<file path="config.mk">
export PLATFORM = sky130hd
export DESIGN_NAME = hazard_stall_unit
export DESIGN_NICKNAME = d
export VERILOG_FILES = /design/src/rtl/hazard_stall_unit.sv
export SDC_FILE = /design/constraint.sdc
export NUM_CORES = 1
export LEC_CHECK = 0
export ABC_AREA = 1
export CORE_ASPECT_RATIO = 1.2
export CORE_MARGIN = 2
export CORE_UTILIZATION = 44
export CTS_CLUSTER_DIAMETER = 60
export DETAILED_ROUTE_END_ITERATION = 10
export PLACE_DENSITY = 0.94
export SLEW_MARGIN = 5
export SYNTH_ARGS = -nofsm -noshare
export SYNTH_HDL_FRONTEND = slang
export SYNTH_SLANG_ARGS = --single-unit
</file>
<file path="constraint.sdc">
create_clock -name clk -period 3.85 [get_ports clk]
set_clock_uncertainty 0.15 [all_clocks]
set_input_delay 0.5775 -clock clk [delete_from_list [all_inputs] [get_ports clk]]
set_output_delay 0.5775 -clock clk [all_outputs]
set_load 0.01 [all_outputs]
</file>
<file path="src/rtl/hazard_stall_unit.sv">
// rtl/hazard_stall_unit.sv - ID-stage stall/flush controller for load-use, ID-branch and mul/div hazards
// All outputs are combinational from the two counters and the current ID/EX/MEM inputs.
module hazard_stall_unit #(
    parameter int MULDIV_LAT = 4
) (
    input  logic       clk,
    input  logic       reset,
    input  logic [4:0] rs_reg,
    input  logic [4:0] rt_reg,
    input  logic       UseRs_ID,
    input  logic       UseRt_ID,
    input  logic       Branch_ID,
    input  logic       Taken_ID,
    input  logic       MulDiv_ID,
    input  logic       HiLoRd_ID,
    input  logic [4:0] rw_IDEx,
    input  logic       RegWr_IDEx,
    input  logic       MemRead_IDEx,
    input  logic [4:0] rw_ExMem,
    input  logic       MemRead_ExMem,
    output logic       PCWr,
    output logic       IFIDWr,
    output logic       IDEx_Flush,
    output logic       IFID_Flush,
    output logic       MulDivBusy
);

    localparam logic [3:0] LAT = 4'(MULDIV_LAT);

    logic [1:0] hcnt_q, hcnt_d;
    logic [3:0] mcnt_q, mcnt_d;

    logic       match_e;
    logic       match_m;
    logic [1:0] need_n;
    logic       mul_wait;
    logic       stall;

    always_comb begin
        match_e = RegWr_IDEx && (rw_IDEx != 5'd0) &&
                  ((UseRs_ID && (rw_IDEx == rs_reg)) || (UseRt_ID && (rw_IDEx == rt_reg)));
        match_m = MemRead_ExMem && (rw_ExMem != 5'd0) &&
                  ((UseRs_ID && (rw_ExMem == rs_reg)) || (UseRt_ID && (rw_ExMem == rt_reg)));
    end

    // Stall depth for a freshly detected hazard; a branch compared in ID needs
    // its operand one stage earlier than an ALU consumer does.
    always_comb begin
        need_n = 2'd0;
        if (Branch_ID && match_e && MemRead_IDEx) begin
            need_n = 2'd2;
        end else if (Branch_ID && (match_e || match_m)) begin
            need_n = 2'd1;
        end else if (!Branch_ID && match_e && MemRead_IDEx) begin
            need_n = 2'd1;
        end
    end

    always_comb begin
        mul_wait = (MulDiv_ID || HiLoRd_ID) && (mcnt_q != 4'd0);
        hcnt_d   = 2'd0;
        stall    = 1'b0;
        if (hcnt_q != 2'd0) begin
            stall  = 1'b1;
            hcnt_d = hcnt_q - 2'd1;
        end else if (need_n != 2'd0) begin
            stall  = 1'b1;
            hcnt_d = need_n - 2'd1;
        end else if (mul_wait) begin
            stall  = 1'b1;
        end
        // Outputs must read as idle for the whole reset window, even if ID still shows a hazard.
        if (reset) begin
            stall = 1'b0;
        end
    end

    always_comb begin
        mcnt_d = mcnt_q;
        if (!stall && MulDiv_ID) begin
            mcnt_d = LAT;
        end else if (mcnt_q != 4'd0) begin
            mcnt_d = mcnt_q - 4'd1;
        end
    end

    always_ff @(posedge clk or posedge reset) begin
        if (reset) begin
            hcnt_q <= 2'd0;
            mcnt_q <= 4'd0;
        end else begin
            hcnt_q <= hcnt_d;
            mcnt_q <= mcnt_d;
        end
    end

    always_comb begin
        PCWr       = !stall;
        IFIDWr     = !stall;
        IDEx_Flush = stall;
        IFID_Flush = !stall && !reset && Taken_ID;
        MulDivBusy = !reset && (mcnt_q != 4'd0);
    end

endmodule

</file>
==> results.sh, run 1 <==
export IMPL_die_y_um=49.8
export IMPL_num_antenna_cells=0
export IMPL_syn_area_um2=769
export IMPL_rsz0062_at_grt="false"
export IMPL_detailed_place_hpwl_um=1810
export IMPL_io_pin_count=36
export IMPL_syn_num_nets=178
export IMPL_vias=1005
export IMPL_clkTransAtPathRegs_ns=0.05
export IMPL_yosysMostFrequentCell="nand2_1"
export IMPL_cts_tree="built"
export IMPL_hold_buffers=0
export IMPL_cts_buffer_depth=2
export IMPL_met3_length_um=148
export IMPL_worst_setup_path_end_kind="output port"
export IMPL_crit_chain="clkdlybuf4s50_1 > inv_2 > nand2_1 > nand2_1 > nor2_1 > nand3_1 > nand2_2 > nand3_2 > nand3_2 > nand2_4 > inv_1 > clkdlybuf4s50_1"
export IMPL_drive_gt1_share_pct=9.84
export IMPL_fin_ws_ns=0.680
export IMPL_cp_start_kind="primary input"
export IMPL_dr_pass1_iters=4
export IMPL_critPathKind="primary input to output port"
export IMPL_powerDensity_nw_per_um2=320
export IMPL_first_iter_violations=25
export IMPL_cts_buffers=3
export IMPL_p_sw_uw=149
export IMPL_grt_pass1_vias=991
export IMPL_hold_viol=0
export IMPL_cp_required_ns=3.12
export IMPL_synthToLayoutAreaGrowth_pct=50.4
export IMPL_pwr_share_seq_pct=25.2
export IMPL_slew_violations=0
export IMPL_worstSkewPairLatency_ns=0.25
export IMPL_syn_mean_instance_area_um2=5.27
export IMPL_finalCritPeriodShare_pct=82.3
export IMPL_coreArea_um2=1640
export IMPL_status="finished, final reports clean"
export IMPL_ys_top_cells_by_area="nand2_1, dfrtp_1, inv_1"
export IMPL_port_buffers=35
export IMPL_worst_pin_slew_ns=0.350
export IMPL_clock_root_buffer="clkbuf_4"
export IMPL_slew_headroom_pct=76.6
export IMPL_cellLeakagePower_nw=0.645
export IMPL_yosys_most_used_dff="dfrtp_1"
export IMPL_fin_cells=201
export IMPL_setup_viol=0
export IMPL_combPwrFrac_pct=58.7
export IMPL_place_ws_ns=0.714
export IMPL_syn_inst=146
export IMPL_antenna_found_initial=0
export IMPL_ctsResizeCount=0
export IMPL_tns_ns=0
export IMPL_cts_max_level=1
export IMPL_crit_fanout=7
export IMPL_ys_types=20
export IMPL_drcViolationCount=0
export IMPL_rows=16
export IMPL_grt_total_usage_pct=22.3
export IMPL_drtAntennaViolNets=0
export IMPL_whs_ns=0.312
export IMPL_finalPower_uw=370
export IMPL_fmax_mhz=316
export IMPL_power_frac_clock_pct=16.1
export IMPL_top_layer_used="met4"
export IMPL_async_flop_share_pct=100
export IMPL_post_cts_buffers=0
export IMPL_slowest_delay_ns=0.53
export IMPL_cts_sinks=6
export IMPL_gp_congestion=0.997
export IMPL_start_util_pct=46.9
export IMPL_hp_class="register to register"
export IMPL_grt_remaining_overflow=0
export IMPL_die_w_um=42.2
export IMPL_maxCapViolCount=0
export IMPL_synth_seq_cells=6
export IMPL_dieArea_um2=2100
export IMPL_wl_met1_um=789
export IMPL_power_internal_uw=221
export IMPL_synth_common_cells="nand2_1, inv_1, nor2_1, nand3_1, inv_2"
export IMPL_drt_wirelength_per_cell_um=10.4
export IMPL_nNetsFinal=217
export IMPL_wl_met2_um=1090
export IMPL_ys_seq_area_share_pct=19.5
export IMPL_grt_pass1_wl_um=3640
export IMPL_synth_edf_count=0
export IMPL_routed_wl_um=2090
export IMPL_worstPathArrival_ns=2.44
export IMPL_period_minus_slack_ns=3.17
export IMPL_slowest_stage="clkdlybuf4s50_1"
export IMPL_dpl_cell_count=198
export IMPL_synth_warnings=0
export IMPL_irDropWorstVdd_mv=0.155
export IMPL_netlist_area_leader_share_pct=26.3
export IMPL_yosysTopAreaCell="nand2_1"
export IMPL_vias_per_cell=5.00
export IMPL_grt_start_max_net_pins=9
export IMPL_swShare_pct=40.4
-- cell usage in the layout, fill, tap and decap left out, types with 3 or more instances in the layout --
cell type         n
a21oi_1           4
clkbuf_4          3
clkdlybuf4s50_1  35
dfrtp_1           6
inv_1            22
inv_2             8
nand2_1          54
nand3_1           9
nor2_1           22
o21ai_0           7
-- sequential cells by signal, indices dropped and copies added (netlist names) --
signal / count
mcnt_q: 4
hcnt_q: 2
-- worst paths after layout --
| path | from | endpoint | slack (ns) | depth (start not counted) |
|---|---|---|---|---|
| max in group asynchronous | reset | mcnt_q[1]$_DFFE_PP0P_ | 2.81 | 2 |
| worst max-delay path | rw_IDEx[4] | IDEx_Flush | 0.68 | 12 |
| worst min-delay path | hcnt_q[0]$_DFF_PP0_ | hcnt_q[0]$_DFF_PP0_ | 0.31 | 1 |
| worst min register to register | hcnt_q[0]$_DFF_PP0_ | hcnt_q[0]$_DFF_PP0_ | 0.31 | 1 |
| min in group asynchronous | reset | mcnt_q[0]$_DFFE_PP0P_ | 0.48 | 2 |
| worst max register to register | mcnt_q[0]$_DFFE_PP0P_ | mcnt_q[3]$_DFFE_PP0P_ | 2.14 | 9 |
-- logic make-up (layout without fill, tap and decap cells) --
kind of cell / Yosys count / count (layout) / share of synthesized area [%]
adder cells (fa/ha/maj): 1 / 1 / 1.63
buffers and inverters: 31 / 68 / 15.6
AND/OR/NAND/NOR: 94 / 94 / 52.8
AO/OA/AOI/OAI: 12 / 12 / 8.13
XOR/XNOR: 2 / 2 / 2.28
flip-flops: 6 / 6 / 19.5
-- final cells by class --
| cell class | count | area (µm²) |
|---|---|---|
| Sequential cell | 6 | 150 |
| Inverter | 30 | 113 |
| Clock buffer | 3 | 22.5 |
| Fill cell | 144 | 484 |
| Multi-Input combinational cell | 109 | 499 |
| Timing Repair Buffer | 35 | 350 |
| Tap cell | 18 | 22.5 |
-- metal layers --
layer / up-vias / track usage, %
li1: 513 / -
met1: 427 / 21.9
met2: 54 / 43.3
met3: 11 / 2.93
met4: 0 / 12.0
met5: - / 0
-- power groups by stage --
stage | Sequential [mW] | Combinational, mW | Clock, mW
final | 0.0934 | 0.217 | 0.0594
after detailed placement | 0.0947 | 0.217 | 0
after global routing | 0.0964 | 0.249 | 0.0643
after floorplan | 0.0924 | 0.137 | 0
after CTS | 0.0936 | 0.218 | 0.0608
after global placement | 0.0933 | 0.211 | 0
-- metrics by stage --
step           area [µm²]  utilization (%)
2_1_floorplan         769                -
3_3_place_gp         1130             69.1
3_5_place_dp         1130             69.1
4_1_cts              1160             70.5
5_1_grt              1160             70.5
6_report             1160             70.5
-- worst max-delay path: cells and delay by family --
kind                   cells  cell delay (ns)
and+or+nand+nor            8             0.68
buffers and inverters      4             1.18
No activity file was read; power rests on OpenSTA's default activity.
==> run 2: changes to the inputs <==
--- a/config.mk
+++ b/config.mk
@@ -8,10 +8,10 @@
 export ABC_AREA = 1
 export CORE_ASPECT_RATIO = 1.2
 export CORE_MARGIN = 2
-export CORE_UTILIZATION = 44
+export CORE_UTILIZATION = 36
 export CTS_CLUSTER_DIAMETER = 60
 export DETAILED_ROUTE_END_ITERATION = 10
-export PLACE_DENSITY = 0.94
+export PLACE_DENSITY = 0.83
 export SLEW_MARGIN = 5
 export SYNTH_ARGS = -nofsm -noshare
 export SYNTH_HDL_FRONTEND = slang
==> constraint.sdc (replaced) <==
create_clock -name clk -period 2.8 [get_ports clk]
set_clock_uncertainty 0.15 [all_clocks]
set_input_delay 0.42 -clock clk [delete_from_list [all_inputs] [get_ports clk]]
set_output_delay 0.42 -clock clk [all_outputs]
set_load 0.01 [all_outputs]
==> results.sh, run 2 (same netlist as run 1, synthesis figures left out) <==
export IMPL_place_ws_ns=0.00412
export IMPL_cts_sinks=6
export IMPL_irDropWorstVdd_mv=0.283
export IMPL_whs_ns=0.313
export IMPL_die_y_um=54.6
export IMPL_die_w_um=46.2
export IMPL_finalCritPeriodShare_pct=99.1
export IMPL_final_cell_mix="nand2_1, clkdlybuf4s50_1, inv_1"
export IMPL_detailed_place_hpwl_um=1770
export IMPL_r2r_cells=9
export IMPL_grt_pass1_vias=881
export IMPL_rows=18
export IMPL_fin_cells=213
export IMPL_crit_path_start="rw_ExMem[2]"
export IMPL_routed_wl_um=1980
export IMPL_grt_start_max_net_pins=9
export IMPL_hp_class="register to register"
export IMPL_fin_ws_ns=0.0247
export IMPL_cp_start_kind="primary input"
export IMPL_finalPower_uw=501
export IMPL_drtAntennaViolNets=0
export IMPL_reg_largest_list="mcnt_q (4), hcnt_q (2)"
export IMPL_io_pin_count=36
export IMPL_crit_chain="clkdlybuf4s50_1 > inv_1 > o21ai_0 > nor2_1 > nand3_1 > nand2_1 > nand2_1 > nand3_2 > nand2_4 > clkdlybuf4s50_1"
export IMPL_nNetsFinal=217
export IMPL_dieArea_um2=2520
export IMPL_setup_viol=0
export IMPL_top_register="mcnt_q"
export IMPL_dr_pass1_iters=4
export IMPL_coreArea_um2=2050
export IMPL_largest_reg_flops=4
export IMPL_maxCapViolCount=0
export IMPL_gp_congestion=0.895
export IMPL_clock_root_buffer="clkbuf_4"
export IMPL_worst_pin_slew_ns=0.341
export IMPL_post_cts_buffers=0
export IMPL_vias_per_cell=4.46
export IMPL_rsz0062_at_grt="true"
export IMPL_worstPathArrival_ns=2.21
export IMPL_hold_viol=0
export IMPL_r2r_start="mcnt_q[0]$_DFFE_PP0P_"
export IMPL_period_minus_slack_ns=2.78
export IMPL_worstSkewPairLatency_ns=0.24
export IMPL_cts_max_level=1
export IMPL_tns_ns=0
export IMPL_antenna_found_initial=0
export IMPL_vias=951
export IMPL_endpoint="IFIDWr"
export IMPL_fmax_mhz=360
export IMPL_critPathKind="primary input to output port"
export IMPL_first_iter_violations=3
export IMPL_cellLeakagePower_nw=0.685
export IMPL_worst_setup_path_end_kind="output port"
export IMPL_port_buffers=35
export IMPL_final_common_cell="nand2_1"
export IMPL_slew_headroom_pct=77.3
export IMPL_cp_required_ns=2.23
export IMPL_slew_violations=0
export IMPL_rrSetupSlack_ns=1.12
export IMPL_grt_total_usage_pct=17.9
export IMPL_grt_pass1_wl_um=3370
export IMPL_slowest_stage="clkdlybuf4s50_1"
export IMPL_r2r_end="mcnt_q[3]$_DFFE_PP0P_"
export IMPL_final_fill_count=198
export IMPL_dpl_cell_count=210
export IMPL_start_util_pct=37.5
export IMPL_cts_buffer_depth=2
export IMPL_cts_tree="built"
export IMPL_status="finished, final reports clean"
export IMPL_drive_gt1_share_pct=10.4
export IMPL_drcViolationCount=0
export IMPL_num_antenna_cells=0
export IMPL_cts_buffers=3
export IMPL_powerDensity_nw_per_um2=423
export IMPL_drt_wirelength_per_cell_um=9.28
export IMPL_grt_remaining_overflow=0
export IMPL_synthToLayoutAreaGrowth_pct=54.0
export IMPL_crit_fanout=7
export IMPL_slowest_delay_ns=0.56
export IMPL_clkTransAtPathRegs_ns=0.04
-- run 2: cell type report --
type	count	area, µm²	share of cell area (%)
Inverter	30	113	9.50
Multi-Input combinational cell	109	502	42.3
Clock buffer	3	22.5	1.90
Sequential cell	6	150	12.7
Timing Repair Buffer	35	360	30.4
Tap cell	30	37.5	3.17
-- run 2: metrics by stage --
stage | utilization [%] | instance area [µm²]
after floorplan | - | 769
after global placement | 56.1 | 1150
after detailed placement | 56.1 | 1150
after CTS | 57.2 | 1170
after global routing | 57.8 | 1180
final | 57.8 | 1180
-- run 2: worst max-delay path: cells and delay by family --
| family | cells | cell delay (ns) |
|---|---|---|
| buffers and inverters | 3 | 1.16 |
| and+or+nand+nor | 6 | 0.48 |
| AOI/OAI and AO/OA | 1 | 0.14 |
-- run 2: worst min-delay path by stage --
| stage | startpoint | endpoint | slack [ns] | cells after the start |
|---|---|---|---|---|
| global route | reset | mcnt_q[1]$_DFFE_PP0P_ | 0.34 | 2 |
| finish | hcnt_q[0]$_DFF_PP0_ | hcnt_q[0]$_DFF_PP0_ | 0.31 | 1 |
| global placement | hcnt_q[0]$_DFF_PP0_ | hcnt_q[0]$_DFF_PP0_ | 0.31 | 1 |
| detailed placement | hcnt_q[0]$_DFF_PP0_ | hcnt_q[0]$_DFF_PP0_ | 0.32 | 1 |
| floorplan | reset | hcnt_q[0]$_DFF_PP0_ | 0.10 | 1 |
| CTS | hcnt_q[0]$_DFF_PP0_ | hcnt_q[0]$_DFF_PP0_ | 0.32 | 1 |
-- run 2: timing repair --
item                                   CTS  global route
setup endpoints to repair                0             4
endpoints found under the hold margin    0             0
gates resized for setup                  0             5
hold buffers                             0             0
-- run 2: routing by layer --
layer / track usage [%] / routed length (µm)
met5: 0 / 0
met4: 2.86 / 0
met3: 2.64 / 118
met1: 20.3 / 843
met2: 34.7 / 1020
-- run 2: power breakdown --
group          switching [mW]  internal (mW)  total, mW
Combinational           0.155          0.142      0.297
Clock                  0.0277         0.0482     0.0759
Sequential             0.0151          0.113      0.128
==> run 3: changes to the inputs <==
--- a/config.mk
+++ b/config.mk
@@ -6,6 +6,7 @@
 export NUM_CORES = 1
 export LEC_CHECK = 0
 export ABC_AREA = 1
+export CAP_MARGIN = 40
 export CORE_ASPECT_RATIO = 1.2
 export CORE_MARGIN = 2
 export CORE_UTILIZATION = 36
==> results of run 3 <==
The final DEF is identical to that of run 2; final timing and power are the same.
